### src/rtl/axis_ctr_pkg.sv
// Shared definitions for the AXI-Stream counter link (transmitter and receiver).
// Holds the checker state encoding and the stall-LFSR constants so both ends of
// the link can build matching stall generators.
package axis_ctr_pkg;

    typedef enum logic [1:0] {
        ST_INIT = 2'd0,
        ST_RUN  = 2'd1,
        ST_HALT = 2'd2
    } ctr_state_e;

    localparam int unsigned      LFSR_W            = 16;
    localparam logic [LFSR_W-1:0] LFSR_TAPS         = 16'hB400;
    localparam logic [LFSR_W-1:0] LFSR_DEFAULT_SEED = 16'hACE1;

    // One step of the right-shifting Galois LFSR.
    function automatic logic [LFSR_W-1:0] lfsr_step(input logic [LFSR_W-1:0] s);
        return (s >> 1) ^ (s[0] ? LFSR_TAPS : LFSR_W'(0));
    endfunction

endpackage

### src/rtl/axis_ctr_rx_if.sv
// AXI-Stream handshake bundle for the counter link.
// master: transmitter side (drives tvalid/tdata, sees tready)
// slave : receiver side (sees tvalid/tdata, drives tready)
interface axis_ctr_rx_if #(
    parameter int unsigned DATA_W = 32
);
    logic              tvalid;
    logic              tready;
    logic [DATA_W-1:0] tdata;

    modport master (output tvalid, output tdata, input tready);
    modport slave  (input tvalid, input tdata, output tready);
endinterface

### src/rtl/axis_lfsr16.sv
// 16-bit Galois LFSR used as a pseudo-random stall source.
// Ports:
//   clk, resetn   clock, asynchronous active-low reset (state <- SEED)
//   en            advance one step this cycle
//   state         current LFSR value (registered)
//   state_next_c  value the LFSR steps to next (combinational)
module axis_lfsr16
    import axis_ctr_pkg::*;
#(
    parameter logic [LFSR_W-1:0] SEED = LFSR_DEFAULT_SEED
) (
    input  logic              clk,
    input  logic              resetn,
    input  logic              en,
    output logic [LFSR_W-1:0] state,
    output logic [LFSR_W-1:0] state_next_c
);

    logic [LFSR_W-1:0] lfsr_q;
    logic [LFSR_W-1:0] lfsr_d;

    // Step value is exposed even when not enabled so callers can look ahead.
    always_comb begin
        state_next_c = lfsr_step(lfsr_q);
        lfsr_d       = lfsr_q;
        if (en) begin
            lfsr_d = state_next_c;
        end
    end

    always_ff @(posedge clk or negedge resetn) begin
        if (!resetn) begin
            lfsr_q <= SEED;
        end else begin
            lfsr_q <= lfsr_d;
        end
    end

    assign state = lfsr_q;

endmodule

### src/rtl/axis_ctr_rx.sv
// Counter-stream receiver: checks that accepted beats count up from 0 by 1
// (mod 2^N), resyncs on mismatch, and keeps transfer/error statistics.
// Ports:
//   clk, resetn    clock, asynchronous active-low reset
//   s_axis         AXI-Stream slave (tvalid/tdata in, registered tready out)
//   rx_count       accepted transfers, wraps at 2^32
//   err_count      mismatched transfers, saturating
//   err_sticky     set on first mismatch, cleared by reset only
//   last_bad_data  tdata of most recent mismatched beat
//   last_expected  expected value at most recent mismatch
//   halted         high while the checker is halted
module axis_ctr_rx
    import axis_ctr_pkg::*;
#(
    parameter int unsigned       byte_width    = 4,
    parameter bit                STALL_MODE    = 1'b0,
    parameter logic [LFSR_W-1:0] LFSR_SEED     = LFSR_DEFAULT_SEED,
    parameter bit                HALT_ON_ERROR = 1'b0
) (
    input  logic                    clk,
    input  logic                    resetn,
    axis_ctr_rx_if.slave            s_axis,
    output logic [31:0]             rx_count,
    output logic [15:0]             err_count,
    output logic                    err_sticky,
    output logic [8*byte_width-1:0] last_bad_data,
    output logic [8*byte_width-1:0] last_expected,
    output logic                    halted
);

    localparam int unsigned N = 8 * byte_width;

    ctr_state_e state_q, state_d;

    logic [N-1:0] expected_q, expected_d;
    logic [31:0]  rx_count_q, rx_count_d;
    logic [15:0]  err_count_q, err_count_d;
    logic         err_sticky_q, err_sticky_d;
    logic [N-1:0] last_bad_q, last_bad_d;
    logic [N-1:0] last_exp_q, last_exp_d;
    logic         tready_q, tready_d;
    logic         halted_q, halted_d;

    logic              xfer_c;
    logic              mismatch_c;
    logic [LFSR_W-1:0] lfsr_state;
    logic [LFSR_W-1:0] lfsr_next;
    logic              unused_lfsr;

    // Stall pattern source; only steps while the checker is running.
    axis_lfsr16 #(
        .SEED (LFSR_SEED)
    ) u_stall_lfsr (
        .clk          (clk),
        .resetn       (resetn),
        .en           (state_q == ST_RUN),
        .state        (lfsr_state),
        .state_next_c (lfsr_next)
    );

    assign unused_lfsr = ^{lfsr_state, lfsr_next[LFSR_W-1:1]};

    assign xfer_c     = (state_q == ST_RUN) && s_axis.tvalid && tready_q;
    assign mismatch_c = (s_axis.tdata != expected_q);

    // State register.
    always_ff @(posedge clk or negedge resetn) begin
        if (!resetn) begin
            state_q <= ST_INIT;
        end else begin
            state_q <= state_d;
        end
    end

    // Next-state logic.
    always_comb begin
        state_d = state_q;
        unique case (state_q)
            ST_INIT: state_d = ST_RUN;
            ST_RUN: begin
                if (xfer_c && mismatch_c && HALT_ON_ERROR) begin
                    state_d = ST_HALT;
                end
            end
            ST_HALT: state_d = ST_HALT;
            default: state_d = ST_INIT;
        endcase
    end

    // Checker datapath and registered-output next values.
    always_comb begin
        expected_d   = expected_q;
        rx_count_d   = rx_count_q;
        err_count_d  = err_count_q;
        err_sticky_d = err_sticky_q;
        last_bad_d   = last_bad_q;
        last_exp_d   = last_exp_q;

        if (xfer_c) begin
            rx_count_d = rx_count_q + 32'd1;
            if (mismatch_c) begin
                err_count_d  = (err_count_q == 16'hFFFF) ? err_count_q : err_count_q + 16'd1;
                err_sticky_d = 1'b1;
                last_bad_d   = s_axis.tdata;
                last_exp_d   = expected_q;
                // Resync to the received value so a single skip costs one error.
                expected_d   = s_axis.tdata + N'(1);
            end else begin
                expected_d   = expected_q + N'(1);
            end
        end

        tready_d = (state_d == ST_RUN) && (STALL_MODE ? lfsr_next[0] : 1'b1);
        halted_d = (state_d == ST_HALT);
    end

    always_ff @(posedge clk or negedge resetn) begin
        if (!resetn) begin
            expected_q   <= '0;
            rx_count_q   <= '0;
            err_count_q  <= '0;
            err_sticky_q <= 1'b0;
            last_bad_q   <= '0;
            last_exp_q   <= '0;
            tready_q     <= 1'b0;
            halted_q     <= 1'b0;
        end else begin
            expected_q   <= expected_d;
            rx_count_q   <= rx_count_d;
            err_count_q  <= err_count_d;
            err_sticky_q <= err_sticky_d;
            last_bad_q   <= last_bad_d;
            last_exp_q   <= last_exp_d;
            tready_q     <= tready_d;
            halted_q     <= halted_d;
        end
    end

    assign s_axis.tready = tready_q;
    assign rx_count      = rx_count_q;
    assign err_count     = err_count_q;
    assign err_sticky    = err_sticky_q;
    assign last_bad_data = last_bad_q;
    assign last_expected = last_exp_q;
    assign halted        = halted_q;

endmodule

### src/flat_wrapper.sv
// flat-port wrapper written by rule: the top's interface ports become plain ports
module axis_ctr_rx_flat import axis_ctr_pkg::*;
#(
    parameter int unsigned       byte_width    = 4,
    parameter bit                STALL_MODE    = 1'b0,
    parameter logic [LFSR_W-1:0] LFSR_SEED     = LFSR_DEFAULT_SEED,
    parameter bit                HALT_ON_ERROR = 1'b0
)
  (clk, resetn, rx_count, err_count, err_sticky, last_bad_data, last_expected, halted, s_axis_tvalid, s_axis_tdata, s_axis_tready);
  axis_ctr_rx_if #(.DATA_W(32)) s_axis_i ();
  input  logic clk;
  input  logic resetn;
  output logic [31:0] rx_count;
  output logic [15:0] err_count;
  output logic err_sticky;
  output logic [8*byte_width-1:0] last_bad_data;
  output logic [8*byte_width-1:0] last_expected;
  output logic halted;
  input wire logic [$bits(s_axis_i.tvalid)-1:0] s_axis_tvalid;
  input wire logic [$bits(s_axis_i.tdata)-1:0] s_axis_tdata;
  output wire logic [$bits(s_axis_i.tready)-1:0] s_axis_tready;
  assign s_axis_i.tvalid = s_axis_tvalid;
  assign s_axis_i.tdata = s_axis_tdata;
  assign s_axis_tready = s_axis_i.tready;
  axis_ctr_rx #(.byte_width(byte_width), .STALL_MODE(STALL_MODE), .LFSR_SEED(LFSR_SEED), .HALT_ON_ERROR(HALT_ON_ERROR)) u_core (.clk(clk), .resetn(resetn), .s_axis(s_axis_i), .rx_count(rx_count), .err_count(err_count), .err_sticky(err_sticky), .last_bad_data(last_bad_data), .last_expected(last_expected), .halted(halted));
endmodule
### config.mk
export PLATFORM = sky130hd
export DESIGN_NAME = axis_ctr_rx_flat
export DESIGN_NICKNAME = d
export VERILOG_FILES = /design/src/rtl/axis_ctr_pkg.sv /design/src/rtl/axis_ctr_rx_if.sv /design/src/rtl/axis_lfsr16.sv /design/src/rtl/axis_ctr_rx.sv /design/src/flat_wrapper.sv
export SDC_FILE = /design/constraint.sdc
export NUM_CORES = 1
export LEC_CHECK = 0
export ABC_AREA = 1
export ABC_CLOCK_PERIOD_IN_PS = 3100
export CAP_MARGIN = 20
export CORE_MARGIN = 1
export CORE_UTILIZATION = 56
export CTS_CLUSTER_SIZE = 10
export DETAILED_ROUTE_END_ITERATION = 8
export GPL_TIMING_DRIVEN = 0
export PLACE_DENSITY = 0.91
export SYNTH_ARGS = -nofsm -noshare
export SYNTH_HDL_FRONTEND = slang
export SYNTH_SLANG_ARGS = --single-unit
### constraint.sdc
create_clock -name clk -period 3.1 [get_ports clk]
set_clock_uncertainty 0.2 [all_clocks]
set_input_delay 0.31 -clock clk [delete_from_list [all_inputs] [get_ports clk]]
set_output_delay 0.31 -clock clk [all_outputs]
set_load 0.01 [all_outputs]
# Word-level counts from Yosys, hierarchy flattened
# Index checks and enable logic that the tools add are counted.
# word_totals
ff_bits	149
in_bits	35
output_inout_bits	115
word_cells	27
# classes
addsub	4
n_eq_ne	6
muxes	2
bitwise	1
n_reduce_logical	5
# op_table
op	n
adder 32 x 1 -> 32 bit (second input constant)	3
two-way mux 32 bit	1
!= test 32 bit	1
adder 16 x 1 -> 16 bit (second input constant)	1
equality test 16 bit (second input constant)	1
one-hot mux 2 bit (3 select lines)	1
equality test 2 x 1 -> 1 bit (second input constant)	2
equality test 2 bit (second input constant)	2
AND reduction 3 bit	1
logical AND 1 bit	2
zero test 2 bit	1
AND reduction 2 bit	1
NOT 1 bit	1

# Logic depth before layout (Yosys ltp)
# Gate-level depths: netlist of run 1.
# logic_depth
depth_word	4
depth_mapped	13
ltp_nobuf	11

# Least setup slack after synthesis of run 1
# Ideal clock, no wire load.
# synth_path
kind	register to register
start	register u_core.rx_count_q[0], in the netlist u_core.rx_count[0]
end	register u_core.rx_count_q[22], in the netlist u_core.rx_count[22]
setup_ns	0.123
t_arrival_ns	1.552
t_required_ns	2.777
slack_ns	1.225
path_stages_with_launch	9
path_buffers	0
synth_period_minus_slack_ns	1.875
cell_sequence	dfrtp_1 > ha_1 > inv_1 > nor2_1 > nand3b_1 > nor3_2 > nand3b_1 > o21ai_0 > nand2_1
# synth_between
elab_chain_len	1
# synth_lines
item	line	source
start: declaration	axis_ctr_rx.sv:36	logic [31:0] rx_count_q, rx_count_d;
start signal: assignment	axis_ctr_rx.sv:129	rx_count_q <= rx_count_d;
adder 32 x 1 -> 32 bit	axis_ctr_rx.sv:100	rx_count_d = rx_count_q + 32'd1;
# Every way passes these cells.
# A chain may end at the register's enable or synchronous reset.

# Worst setup path after layout of run 1
# layout_path
start	input port s_axis_tdata[0]
end	register u_core.expected_q[28]
# layout_between
elab_chain_len	2
elab_cells_between_ends	3
cone_classes	1 x add/sub; 1 x eq/ne; 1 x mux
# layout_lines
item	line	source
start: declaration	flat_wrapper.sv:20	input wire logic [$bits(s_axis_i.tdata)-1:0] s_axis_tdata;
adder 32 x 1 -> 32 bit or != test 32 bit (tied branches)	axis_ctr_rx.sv:107, axis_ctr_rx.sv:64	
two-way mux 32 bit (*)	axis_ctr_rx.sv:101	if (mismatch_c) begin
end signal: assignment	axis_ctr_rx.sv:128	expected_q <= expected_d;
end: declaration	axis_ctr_rx.sv:35	logic [N-1:0] expected_q, expected_d;
# Every way passes the cells marked *; elsewhere a longest branch is shown, timed or not.

==> results of run 1 <==
## kinds of logic (layout without fill, tap and decap cells)
kind of cell / count (synthesis) / after routing / synth area share (%)
compound gates: 75 / 75 / 4.91
xor+xnor: 81 / 81 / 9.27
fa+ha+maj: 3 / 3 / 0.491
buf+inv: 117 / 298 / 6.71
flops: 148 / 148 / 48.4
simple gates: 519 / 519 / 30.2
## area by class of cell
| class | instances | share of cell area [%] |
|---|---|---|
| inverters | 83 | 3.11 |
| multi-input cells | 678 | 34.2 |
| clock inverters | 13 | 2.05 |
| well taps | 176 | 2.20 |
| flip-flops and latches | 148 | 36.9 |
| repair buffers | 149 | 15.1 |
| plain buffers | 34 | 2.01 |
| clock buffers | 19 | 4.42 |
## placed cells by master, fill, tap and decap left out, drive strengths merged, types with 2 or more instances in the layout
cell type / instances
buf: 20
bufinv: 5
clkbuf: 35
clkdlybuf4s50: 146
clkinv: 4
clkinvlp: 3
dfrtp: 148
ha: 3
inv: 84
nand2: 312
nand3: 69
nand3b: 5
nand4: 34
nor2: 72
nor3: 21
nor4: 2
o21ai: 75
or2: 2
xnor2: 43
xor2: 38
## state kept, by name (all words and copies together) (netlist names)
name,cells
u_core.rx_count,32
u_core.last_bad_data,32
u_core.err_count,16
u_core.err_sticky,1
u_core.halted,1
u_core.s_axis.tready,1
u_core.state_q,1
u_core.expected_q,32
u_core.last_expected,32
## stage by stage
step / util (%) / TNS (ns) / cell area [um^2] / hold slack [ns]
finish: 75.4 / 0 / 10000 / 0.0271
global route: 75.4 / 0 / 10000 / 0.0298
CTS: 75.4 / 0 / 10000 / 0.0114
detailed placement: 70.5 / 0 / 9370 / 0.121
global placement: 70.3 / -625.20 / 9340 / 0.213
floorplan: - / 0 / 7650 / -0.186
## power breakdown
group	total [W]	internal (W)	switching [W]
clock	0.00226	0.00145	0.000814
combinational	0.00102	0.000503	0.000520
sequential	0.00233	0.00213	0.000200
## what timing repair did
action / 4_1_cts / 5_1_grt
resized for setup: 0 / 0
endpoints found under the hold margin: 61 / 0
hold buffers: 1 / 0
## layer usage
metal	part of all wire, %	GRT usage [%]
met5	0	0
met4	2.7	12.4
met3	7.7	6.23
met2	49	50.9
met1	41	39.6
## tightest hold or removal path, stage by stage
cell     delay, ns
buf_2         0.16
nand3_1       0.10
nand2_1       0.05
## path summary, 6_finish.rpt
| kind | from | end | cells past startpoint |
|---|---|---|---|
| max reg2reg | u_core.rx_count[0]$_DFFE_PN0P_ | u_core.rx_count[22]$_DFFE_PN0P_ | 8 |
| min reg2reg | u_core.state_q[0]$_DFF_PN0_ | u_core.halted$_DFF_PN0_ | 1 |
| max in group asynchronous | resetn | u_core.s_axis.tready$_DFF_PN0_ | 3 |
| max | s_axis_tdata[0] | u_core.expected_q[28]$_DFFE_PN0P_ | 10 |
| min | s_axis_tdata[8] | u_core.last_bad_data[8]$_DFFE_PN0P_ | 3 |
| min in group asynchronous | resetn | u_core.last_expected[28]$_DFFE_PN0P_ | 2 |
==> results.ini, run 1 <==
[yosys]
synthTopCellsByArea=dfrtp_1, nand2_1, xnor2_1
async_flop_share_pct=100
synth.top_cells.by_count=nand2_1, dfrtp_1, inv_1
seq_area_frac_synth_pct=48.4
syn_nets=981
ys_ff_latch=148
synthesis.area_um2=7650
synth_area_leader_cell=dfrtp_1
postSynthAreaPerCell_um2=8.11
syn_inst=943
synth-main-ff-cell=dfrtp_1
netlist.area_leader.share_pct=48.4
synth_cell_types=31
yosysMostFrequentCell=nand2_1
synth_edf_count=0
ys_warn_count=0

[grt]
grt_util_all_layers_pct=30.7
grt_max_degree=88
grt_pass1_vias=6680
grt_pass1_wl_mm=33.4
grt_overflow=0
antenna_found_initial=0

[clock_network]
clock_path_buffers=2
cts_made_buffers=17
clockRootBuffer=clkbuf_16
clk_pin_slew_ns=0.06
clock-sinks=148
postCtsSetupBuffers=0
clkLatencyLatePin_ns=0.43
cts_tree=yes
h-tree-depth=4

[sta]
slew_headroom_pct=61.2
fin_crit_ns=2.35
fin_ws_ns=0.751
worstMarginPinSlew_ns=0.582
setup_viol=0
rsz0062_at_grt=no
finalHoldViolations=0
fmax_mhz=426
maxSlewViolCount=0
fin_crit_sh_pct=75.8

[layout]
register_area_um2=3700
antenna_cells=0
multiInputGateArea_um2=3430
fill_cells=960
area_growth_pct=31.1
fin_nets=1149
fin_cells=1300
drive_above_1_share_pct=6.85

[route]
viasPerCell=5.35
detail_route.wirelength_mm=20.6
drt_iter0_markers=544
drtPass1Iterations=5
detail_route.wl_per_cell_um=15.9
vias=6956
drc=0
ant_nets=0

[setup_path]
start_kind=primary input
cp.required_ns=3.25
cp_slowest_cell=clkdlybuf4s50_1
cp_num_buf_inv=2
path_class=primary input to register
worstSetupEndpointType=register
crit_path_max_fanout=4
worst_ep_arrival_time_ns=2.50
r2r_slack_ns=0.84
slowest_delay_ns=0.57
cp_top_family=simple AND/OR/NAND/NOR gates
worstPathCellList=clkdlybuf4s50_1 > clkbuf_1 > ha_1 > nand2_1 > nor2_1 > nand2_1 > nor2_1 > nand4_1 > xor2_1 > o21ai_0

[placed_design]
dp_hpwl_mm=14.8
dp.cells=1267
port_buffers=147
gp_congestion=0.946
place_ws_ns=0.379

[flow_run]
maxCapViolations=0

[die]
start_util_pct=57.5
die_area_um2=14100
rows=42
die_h_um=119
io_pins=150
core_um2=13300
die_x_um=119

[pwr]
finalPower_w=0.00561
p_leak_nw=4.67
p_per_area_nw_per_um2=559
ir_worst_vdd_mv=0.322

[run_status]
outcome=finished, final reports clean

[worst_hold_path]
min_path_type=primary input to register

Note: power is estimated with default switching activity, not from simulation.
==> run 2: changes to the inputs <==
--- a/config.mk
+++ b/config.mk
@@ -6,14 +6,14 @@
 export NUM_CORES = 1
 export LEC_CHECK = 0
 export ABC_AREA = 1
-export ABC_CLOCK_PERIOD_IN_PS = 3100
+export ABC_CLOCK_PERIOD_IN_PS = 2000
 export CAP_MARGIN = 20
 export CORE_MARGIN = 1
-export CORE_UTILIZATION = 56
+export CORE_UTILIZATION = 47
 export CTS_CLUSTER_SIZE = 10
 export DETAILED_ROUTE_END_ITERATION = 8
 export GPL_TIMING_DRIVEN = 0
-export PLACE_DENSITY = 0.91
+export PLACE_DENSITY = 0.82
 export SYNTH_ARGS = -nofsm -noshare
 export SYNTH_HDL_FRONTEND = slang
 export SYNTH_SLANG_ARGS = --single-unit
==> constraint.sdc (replaced) <==
create_clock -name clk -period 2 [get_ports clk]
set_clock_uncertainty 0.2 [all_clocks]
set_input_delay 0.2 -clock clk [delete_from_list [all_inputs] [get_ports clk]]
set_output_delay 0.2 -clock clk [all_outputs]
set_load 0.01 [all_outputs]
==> results.ini, run 2 (same netlist as run 1, synthesis figures left out) <==
[setup_path]
cp_top_family=simple AND/OR/NAND/NOR gates
cp_slowest_cell=dfrtp_1
worst_ep_arrival_time_ns=2.16  ; -0.34 ns
worstSetupEndpointType=register
start_kind=register
critPathMostFrequentCell=nand2_1
critPathLaunch=u_core.expected_q[6]$_DFFE_PN0P_
cp_num_buf_inv=2  ; unchanged
crit_path_max_fanout=7  ; +3
worstPathCellList=xnor2_1 > nand2_1 > nor2_1 > nand2_1 > nor2_2 > nand2_4 > nand2_8 > buf_12 > clkbuf_16 > nand2_2 > o21ai_1
cp.required_ns=2.15  ; -1.10 ns
path_class=register to register
r2r_start=u_core.expected_q[6]$_DFFE_PN0P_
slowest_delay_ns=0.41  ; -0.16 ns

[sta]
tns_ns=-0.0149  ; -0.0149 ns
maxSlewViolCount=0  ; unchanged
finalHoldWorstSlack_ns=0.0312  ; +0.00416 ns
worstMarginPinSlew_ns=0.765  ; +0.182 ns
finalHoldViolations=0  ; unchanged
slew_headroom_pct=49.0  ; -12 points
fin_ws_ns=-0.00608  ; -0.757 ns
rsz0062_at_grt=yes
fmax_mhz=498
fin_crit_sh_pct=100
fin_crit_ns=2.01
setup_viol=4  ; +4

[clock_network]
clock_path_buffers=2  ; unchanged
clockRootBuffer=clkbuf_16
cts_tree=yes
clk_pin_slew_ns=0.06  ; about the same
h-tree-depth=4  ; unchanged
cts_made_buffers=17  ; unchanged
clkLatencyLatePin_ns=0.43  ; about the same
clock-sinks=148  ; unchanged

[placed_design]
place_ws_ns=-0.632  ; -1.01 ns
port_buffers=147  ; unchanged
dp_hpwl_mm=15.9  ; +7.1%
gp_congestion=0.964  ; +1.9%

[pwr]
ir_worst_vdd_mv=0.635  ; +97%
p_per_area_nw_per_um2=828  ; +48%
p_leak_nw=5.09  ; +9.1%

[route]
vias=7196  ; +3.5%
viasPerCell=5.21  ; -2.5%
detail_route.wirelength_mm=22.9  ; +11%
ant_nets=0  ; unchanged
drt_iter0_markers=578  ; +6.3%
drtPass1Iterations=5  ; unchanged
detail_route.wl_per_cell_um=16.6  ; +4.5%
drc=0  ; unchanged

[run_status]
outcome=finished with violations
violations=negative setup slack

[grt]
grt_util_all_layers_pct=27.3  ; -3.4 points
grt_pass1_vias=7004  ; +4.9%
antenna_found_initial=1  ; +1
grt_pass1_wl_mm=34.8  ; +4.1%
grt_max_degree=83  ; -5.7%
grt_overflow=0  ; unchanged

[die]
rows=46  ; +9.5%
die_h_um=130  ; +9.0%
start_util_pct=48.2  ; -9.4 points
die_area_um2=16800  ; +19%
die_x_um=130  ; +9.0%
core_um2=15900  ; +19%
io_pins=150  ; unchanged

[layout]
final_common_cell=nand2_1
fin_nets=1188  ; +3.4%
drive_above_1_share_pct=16.3  ; +9.5 points
area_growth_pct=41.4
layout.cells.most_common_list=nand2_1, dfrtp_1, clkdlybuf4s50_1

[worst_hold_path]
min_from=s_axis_tdata[15]
min_path_type=primary input to register

[flow_run]
maxCapViolations=0  ; unchanged

## run 2: cell count changes in the layout (fill, tap and decap cells not counted), moves of 8 or more
cell,change
nand2_1,-22
buf_4,+34
nor2_2,+8
nand2_4,+8
nand2_2,+13
o21ai_2,+12
clkbuf_1,-9
nor2_1,-12
## run 2: worst paths after layout
path | cells past startpoint | slack, ns | end
worst max-delay path | 11 | -0.006 | u_core.last_expected[14]$_DFFE_PN0P_
worst min-delay path | 3 | 0.03 | u_core.last_bad_data[15]$_DFFE_PN0P_
worst max register to register | 11 | -0.006 | u_core.last_expected[14]$_DFFE_PN0P_
worst min register to register | 1 | 0.24 | u_core.halted$_DFF_PN0_
max in group asynchronous | 3 | 0.61 | u_core.rx_count[0]$_DFFE_PN0P_
min in group asynchronous | 2 | 0.19 | u_core.err_sticky$_DFFE_PN0P_
## run 2: routing by layer
metal,wire length (um),global-route usage (%)
met2,11300,45.4
met1,9540,34.2
met3,1290,5.45
met5,0,0
met4,709,12.7
## run 2: where the power goes
part           internal (W)  switching, W
Combinational      0.000946      0.000926
Sequential          0.00330      0.000302
Clock               0.00225       0.00124
## run 2: worst register-to-register path, cell delays in order (launching register included)
cell and delay (ns):
dfrtp_1 0.41, xnor2_1 0.20, nand2_1 0.07, nor2_1 0.13, nand2_1 0.08, nor2_2 0.15, nand2_4 0.12, nand2_8 0.14
buf_12 0.15, clkbuf_16 0.15, nand2_2 0.04, o21ai_1 0.08
## run 2: per-stage QoR
step / total power (W) / util (%) / instances / instance area (um^2)
finish: 0.00896 / 68.1 / 1380 / 10800
floorplan: 0.00434 / - / 943 / 7650
global placement: 0.00517 / 59.1 / 1306 / 9390
global route: 0.00932 / 68.1 / 1380 / 10800
CTS: 0.00878 / 64.3 / 1350 / 10200
detailed placement: 0.00522 / 59.3 / 1307 / 9420
## run 2: final cells by class
| cell class | instances | area (um^2) |
|---|---|---|
| inverter | 83 | 312 |
| multi-input combinational | 678 | 3700 |
| buffer | 34 | 264 |
| clock buffer | 23 | 498 |
| timing repair buffer | 188 | 1910 |
| clock inverter | 9 | 148 |
| antenna | 1 | 2.50 |
| sequential | 148 | 3710 |
| fill | 1263 | 5060 |
| tap | 216 | 270 |
## run 2: repair_timing
item,CTS,global route
hold endpoints to repair,84,2
resized for setup,22,112
cloned,0,4
endpoints found under the setup margin,107,105
pin swaps,6,26
buffers inserted,8,23
hold buffers,3,2
==> run 3: changes to the inputs <==
--- a/config.mk
+++ b/config.mk
@@ -7,7 +7,7 @@
 export LEC_CHECK = 0
 export ABC_AREA = 1
 export ABC_CLOCK_PERIOD_IN_PS = 2000
-export CAP_MARGIN = 20
+export CAP_MARGIN = 25
 export CORE_MARGIN = 1
 export CORE_UTILIZATION = 47
 export CTS_CLUSTER_SIZE = 10
==> results of run 3 <==
Final layout, timing and power as in run 2 (identical DEF).
==> RTL edit 1: new RTL, settings of run 2 <==
Encoding of `ctr_state_e`: now one-hot (3 bits for 3 states).
--- a/src/rtl/axis_ctr_pkg.sv
+++ b/src/rtl/axis_ctr_pkg.sv
@@ -4,8 +4,8 @@
 package axis_ctr_pkg;
 
-    typedef enum logic [1:0] {
-        ST_INIT = 2'd0,
-        ST_RUN  = 2'd1,
-        ST_HALT = 2'd2
+    typedef enum logic [2:0] {
+        ST_INIT = 3'b001,
+        ST_RUN  = 3'b010,
+        ST_HALT = 3'b100
     } ctr_state_e;
 
Check against the original RTL: no difference found for any inputs over 4 cycles, from zero or initial values and one cycle with resetn low; so few cycles prove little.
==> RTL edit 1 against run 2 <==
Critical path type is now in -> reg; design area grew 4.5%; area after synthesis grew 3.5%; power grew 1.3%; sequential share of layout area shrank 1.1 points; the run ends with hold timing, setup timing left; critical path depth grew 1; sequential cell count grew 2; setup slack lost 24 ps; wire length grew 9.4%.
==> RTL edit 1: results (changes against run 2) <==
[run_status]
status=finished, violations left
violations=hold timing, setup timing

[grt]
met2_usage_pct=45.6  ; +0.20 points
grt_pass1_vias=7349  ; +4.9%
grt_max_degree=84  ; +1.2%
grt_pass1_wl_mm=37.4  ; +7.4%
grt_use_met1_pct=35.5  ; +1.3 points

[worst_hold_path]
holdPathEnd=u_core.expected_q[0]$_DFFE_PN0P_
holdPathStages=2  ; -1
hp-start=s_axis_tdata[0]

[route]
wl_met3_mm=1.74  ; +35%
num_vias=7707  ; +7.1%
wl_met1_mm=10.3  ; +8.2%
drt_iter0_markers=543  ; -6.1%
drt-wirelength-per-cell_um=17.5  ; +5.8%

[sta]
fin_tns_setup_ps=-600  ; -585 ps
finalWorstSetupSlack_ps=-29.9  ; -23.9 ps
setup_viol=38  ; +34
hold_violations=1  ; +1
worst_hold_slack_ps=-57.6  ; -88.8 ps
maxSlewHeadroom_pct=57.0  ; +8.0 points

[finish]
multi_input_area_share_pct=35.7  ; +1.5 points
seq_cells=150  ; +1.4%
drive_gt1_share_pct=17.1  ; +0.73 points
nFillCells=1281  ; +1.4%
multi_input_gates=726  ; +7.1%
buffers=211  ; -5.0%
nNetsFinal=1234  ; +3.9%
finalNonFillerCells=1427  ; +3.4%
multi_input_area_um2=4040  ; +8.9%
layout.nonclk_buf_share_pct=20.1  ; about the same

[placement]
dpl_worst_slack_ps=-503  ; +129 ps
postPlaceCellArea_um2=9700  ; +2.9%

[critical_path]
r2r_start=u_core.expected_q[12]$_DFFE_PN0P_
critPathMaxFanout=5  ; -2
r2r_end=u_core.err_count[10]$_DFFE_PN0P_

[power_and_ir_drop]
pwr-share-seq_pct=41.1  ; +0.9 points
ir_drop_uv=618  ; -2.7%
power.switching_uw=2600  ; +5.4%
pwr-share-comb_pct=21.2  ; +0.3 points

[logic_synthesis]
syn_nets=1038  ; +5.8%
synth_cell_types=35  ; +13%
yosysSeqAreaShare_pct=47.4  ; -1.0 points
syn_avg_cell_area_um2=7.92  ; -2.4%

[floorplanning]
coreArea_um2=16500  ; +4.0%

==> RTL edit 1: cell types whose count changed in the layout (fill, tap and decap cells not counted), moves of 14 or more <==
cell,change
nand2_2,+17
o21ai_1,+21
o21ai_0,-15
buf_4,-18
inv_1,+14
nand3_1,-26
nand2_1,+18
nand3_2,+29
==> RTL edit 1: how the worst max path moves through the flow <==
stage	from	end	slack [ps]	cells past startpoint
global placement	resetn	u_core.err_count[8]$_DFFE_PN0P_	-5470	1
detailed placement	s_axis_tdata[1]	u_core.expected_q[22]$_DFFE_PN0P_	-500	10
global route	u_core.expected_q[12]$_DFFE_PN0P_	u_core.err_count[11]$_DFFE_PN0P_	-110	13
CTS	s_axis_tdata[0]	u_core.expected_q[22]$_DFFE_PN0P_	-60	10
finish	s_axis_tdata[22]	u_core.err_count[10]$_DFFE_PN0P_	-30	12
floorplan	u_core.rx_count[0]$_DFFE_PN0P_	u_core.rx_count[20]$_DFFE_PN0P_	190	8
==> RTL edit 1: critical path: stages <==
cell             delay (ps)
clkdlybuf4s50_1         710
xnor2_1                 190
nand2_1                  90
nor2_1                  130
nand2_1                  80
nor2_2                  130
nand2_4                 150
buf_6                   160
nand3_4                  90
clkbuf_16               160
nand2_1                  50
nand2_1                  50
==> RTL edit 1: logic make-up after synthesis <==
family          synth area share [%]
simple gates                    31.1
flops                           47.4
buf+inv                         7.09
compound gates                  5.12
xor+xnor                        8.85
fa+ha+maj                      0.474
==> RTL edit 1: what timing repair did <==
item,CTS,global route
hold buffers,4,1
setup endpoints to repair,117,123
gates cloned,1,11
endpoints found under the hold margin,70,1
buffers inserted,1,12
resized for setup,28,144
pin swaps,4,26
==> RTL edit 2: new RTL, settings of run 2 <==
Made on the original files. `STALL_MODE` is set to 1'b0 in 2 places; all go to 1'b1.
--- a/src/rtl/axis_ctr_rx.sv
+++ b/src/rtl/axis_ctr_rx.sv
@@ -14,5 +14,5 @@
 #(
     parameter int unsigned       byte_width    = 4,
-    parameter bit                STALL_MODE    = 1'b0,
+    parameter bit                STALL_MODE    = 1'b1,
     parameter logic [LFSR_W-1:0] LFSR_SEED     = LFSR_DEFAULT_SEED,
     parameter bit                HALT_ON_ERROR = 1'b0
--- a/src/flat_wrapper.sv
+++ b/src/flat_wrapper.sv
@@ -3,5 +3,5 @@
 #(
     parameter int unsigned       byte_width    = 4,
-    parameter bit                STALL_MODE    = 1'b0,
+    parameter bit                STALL_MODE    = 1'b1,
     parameter logic [LFSR_W-1:0] LFSR_SEED     = LFSR_DEFAULT_SEED,
     parameter bit                HALT_ON_ERROR = 1'b0
Formal check against the unedited RTL: not equivalent (a bounded check fails within 4 cycles, from zero or initial values and one cycle with resetn low).
==> RTL edit 2 against run 2 <==
The run still ends with setup timing left; sequential cell count grew 16; setup slack worse by 120 ps; design area increased by 4.2%; area after synthesis up 8.9%; wire length increased by 4.1%; maximum frequency fell by 5.7%; global-route usage is 0.99 points lower; worst hold slack got worse by 23 ps; non-clock buffer count shrank 11.
Power is not compared: it rests on default switching activity, and its combinational part moved more than twofold at a synthesized area within 25%.
==> RTL edit 2: results (changes against run 2) <==
[critical_path]
cp.arrival_ps=2290  ; +130 ps
r2r_setup_slack_ps=-120  ; -110 ps
r2r_start=u_core.expected_q[5]$_DFFE_PN0P_
critPathMaxFanout=6  ; -1
crit_family=buffers and inverters
r2r_end=u_core.last_expected[22]$_DFFE_PN0P_
max_stage_delay_ps=570  ; +160 ps
crit_slowest_cell=dlygate4sd3_1
rr_worst_depth=12  ; +1
cp-startpoint=s_axis_tdata[5]

[grt]
antenna_found_initial=1  ; unchanged
grt_util_met3_pct=4.62  ; -0.83 points
track_usage_pct=26.3  ; -0.99 points
grt_pass1_vias=7420  ; +5.9%
met2_usage_pct=41.6  ; -3.8 points
grt_pass1_wl_mm=37.2  ; +6.9%
grt_max_degree=118  ; +42%
grt_use_met1_pct=35.6  ; +1.4 points

[route]
dr.pass1.iters=7  ; +2
drt_iter0_markers=612  ; +5.9%
via_per_inst=5.34  ; +2.5%
drt-wirelength-per-cell_um=16.3  ; -1.8%

[finish]
drive_gt1_share_pct=12.5  ; -3.8 points
nFillCells=1435  ; +14%
nNetsFinal=1261  ; +6.1%

[logic_synthesis]
ys_warn_count=0  ; unchanged
yosys-top-cells-count=nand2_1, dfrtp_1, inv_1, nor2_1, nand3_1
syn_nets=1071  ; +9.2%
yosysSeqAreaShare_pct=49.4  ; +0.99 points
synth_cell_types=32  ; +3.2%
async_reset_ff_share_pct=100  ; unchanged
netlist_top_cells_area=dfrtp_1, nand2_1, xor2_1

[placement]
portBuffers=146  ; -0.68%
dpl.hpwl_mm=16.9  ; +6.3%
postPlaceCellArea_um2=10100  ; +7.3%
gp_congestion=0.952  ; -1.3%

[worst_hold_path]
holdPathEnd=u_core.expected_q[15]$_DFFE_PN0P_
holdPathStages=4  ; +1
hp-start=s_axis_tdata[15]
hold_path_class=in -> reg

[clock_tree]
cts_buffer_depth=2  ; unchanged
path_clk_slew_ps=70
clockRootBuffer=clkbuf_16
insertion_delay_ps=420
cts_made_buffers=17  ; unchanged
h-tree-depth=4  ; unchanged

[sta]
finalWorstSetupSlack_ps=-128  ; -122 ps
setup_viol=61  ; +57
worst_hold_slack_ps=7.73  ; -23.5 ps
maxSlewHeadroom_pct=61.1  ; +12 points

[power_and_ir_drop]
ir_drop_uv=682
p_leak_uw=0.00520

[run_status]
status=finished, violations left
violations=setup timing

==> RTL edit 2: worst max-delay path by stage <==
stage                                                end  slack [ps]  depth (start not counted)
2_1_floorplan            u_core.rx_count[28]$_DFFE_PN0P_         180                          8
3_3_place_gp   u_core.u_stall_lfsr.state[14]$_DFFE_PN0N_       -6050                          1
3_5_place_dp        u_core.last_bad_data[30]$_DFFE_PN0P_        -620                         10
4_1_cts                u_core.expected_q[22]$_DFFE_PN0P_          -7                         10
5_1_grt              u_core.last_expected[8]$_DFFE_PN0P_        -150                         12
6_report            u_core.last_expected[22]$_DFFE_PN0P_        -130                         14
==> RTL edit 2: kinds of logic (layout without fill, tap and decap cells) <==
group           Yosys count  in the layout  share of synthesized area (%)
other cells               0              1                              0
flops                   164            164                           49.4
buf+inv                 130            333                           6.81
fa+ha+maj                 3              3                          0.451
compound gates           87             87                           5.24
simple gates            561            561                           28.8
xor+xnor                 88             88                           9.34
==> RTL edit 2: report_power, final <==
part / internal, uW / leakage, uW / switching (uW)
clock network: 2070 / 0.000300 / 1360
logic: 123 / 0.00275 / 212
registers: 3320 / 0.00215 / 0
==> RTL edit 2: through the flow <==
stage	cells	setup slack, ps	total power (uW)	setup TNS, ps	util (%)
3_3_place_gp	1404	-6050	3680	-1022230	58.2
2_1_floorplan	1033	177	3490	0	-
3_5_place_dp	1405	-620	3690	-54050	58.4
6_report	1462	-128	7090	-2870	65.2
4_1_cts	1447	-6.94	7090	-10.8	63.0
5_1_grt	1462	-148	7270	-5190	65.2
==> RTL edit 2: repair_timing <==
action                                  CTS  global route
hold buffers                              5             2
hold endpoints to repair                160             2
resized for setup                        29            86
pin swaps                                 3            12
buffers inserted                          5            10
gates cloned                              0             3
endpoints found under the setup margin  122           127
==> RTL edit 2: worst min-delay path, delay by kind of cell <==
family | cells | cell delay [ps]
compound gates | 1 | 60
simple gates | 2 | 140
buf+inv | 1 | 180
==> RTL edit 2: layer usage <==
layer	part of all wire [%]	vias up
met3	6.9	55
met5	0	-
met4	3.0	0
li1	-	3673
met1	43	3750
met2	47	335
==> RTL edit 2: area by class of cell <==
| type | count | share of cell area, % |
|---|---|---|
| Inverter | 90 | 3.00 |
| Clock buffer | 21 | 4.17 |
| Multi-Input combinational cell | 739 | 34.3 |
| Buffer | 39 | 2.59 |
| Antenna cell | 1 | 0.0222 |
| Timing Repair Buffer | 172 | 15.6 |
| Sequential cell | 164 | 36.6 |
| Clock inverter | 11 | 1.33 |
| Tap cell | 225 | 2.50 |
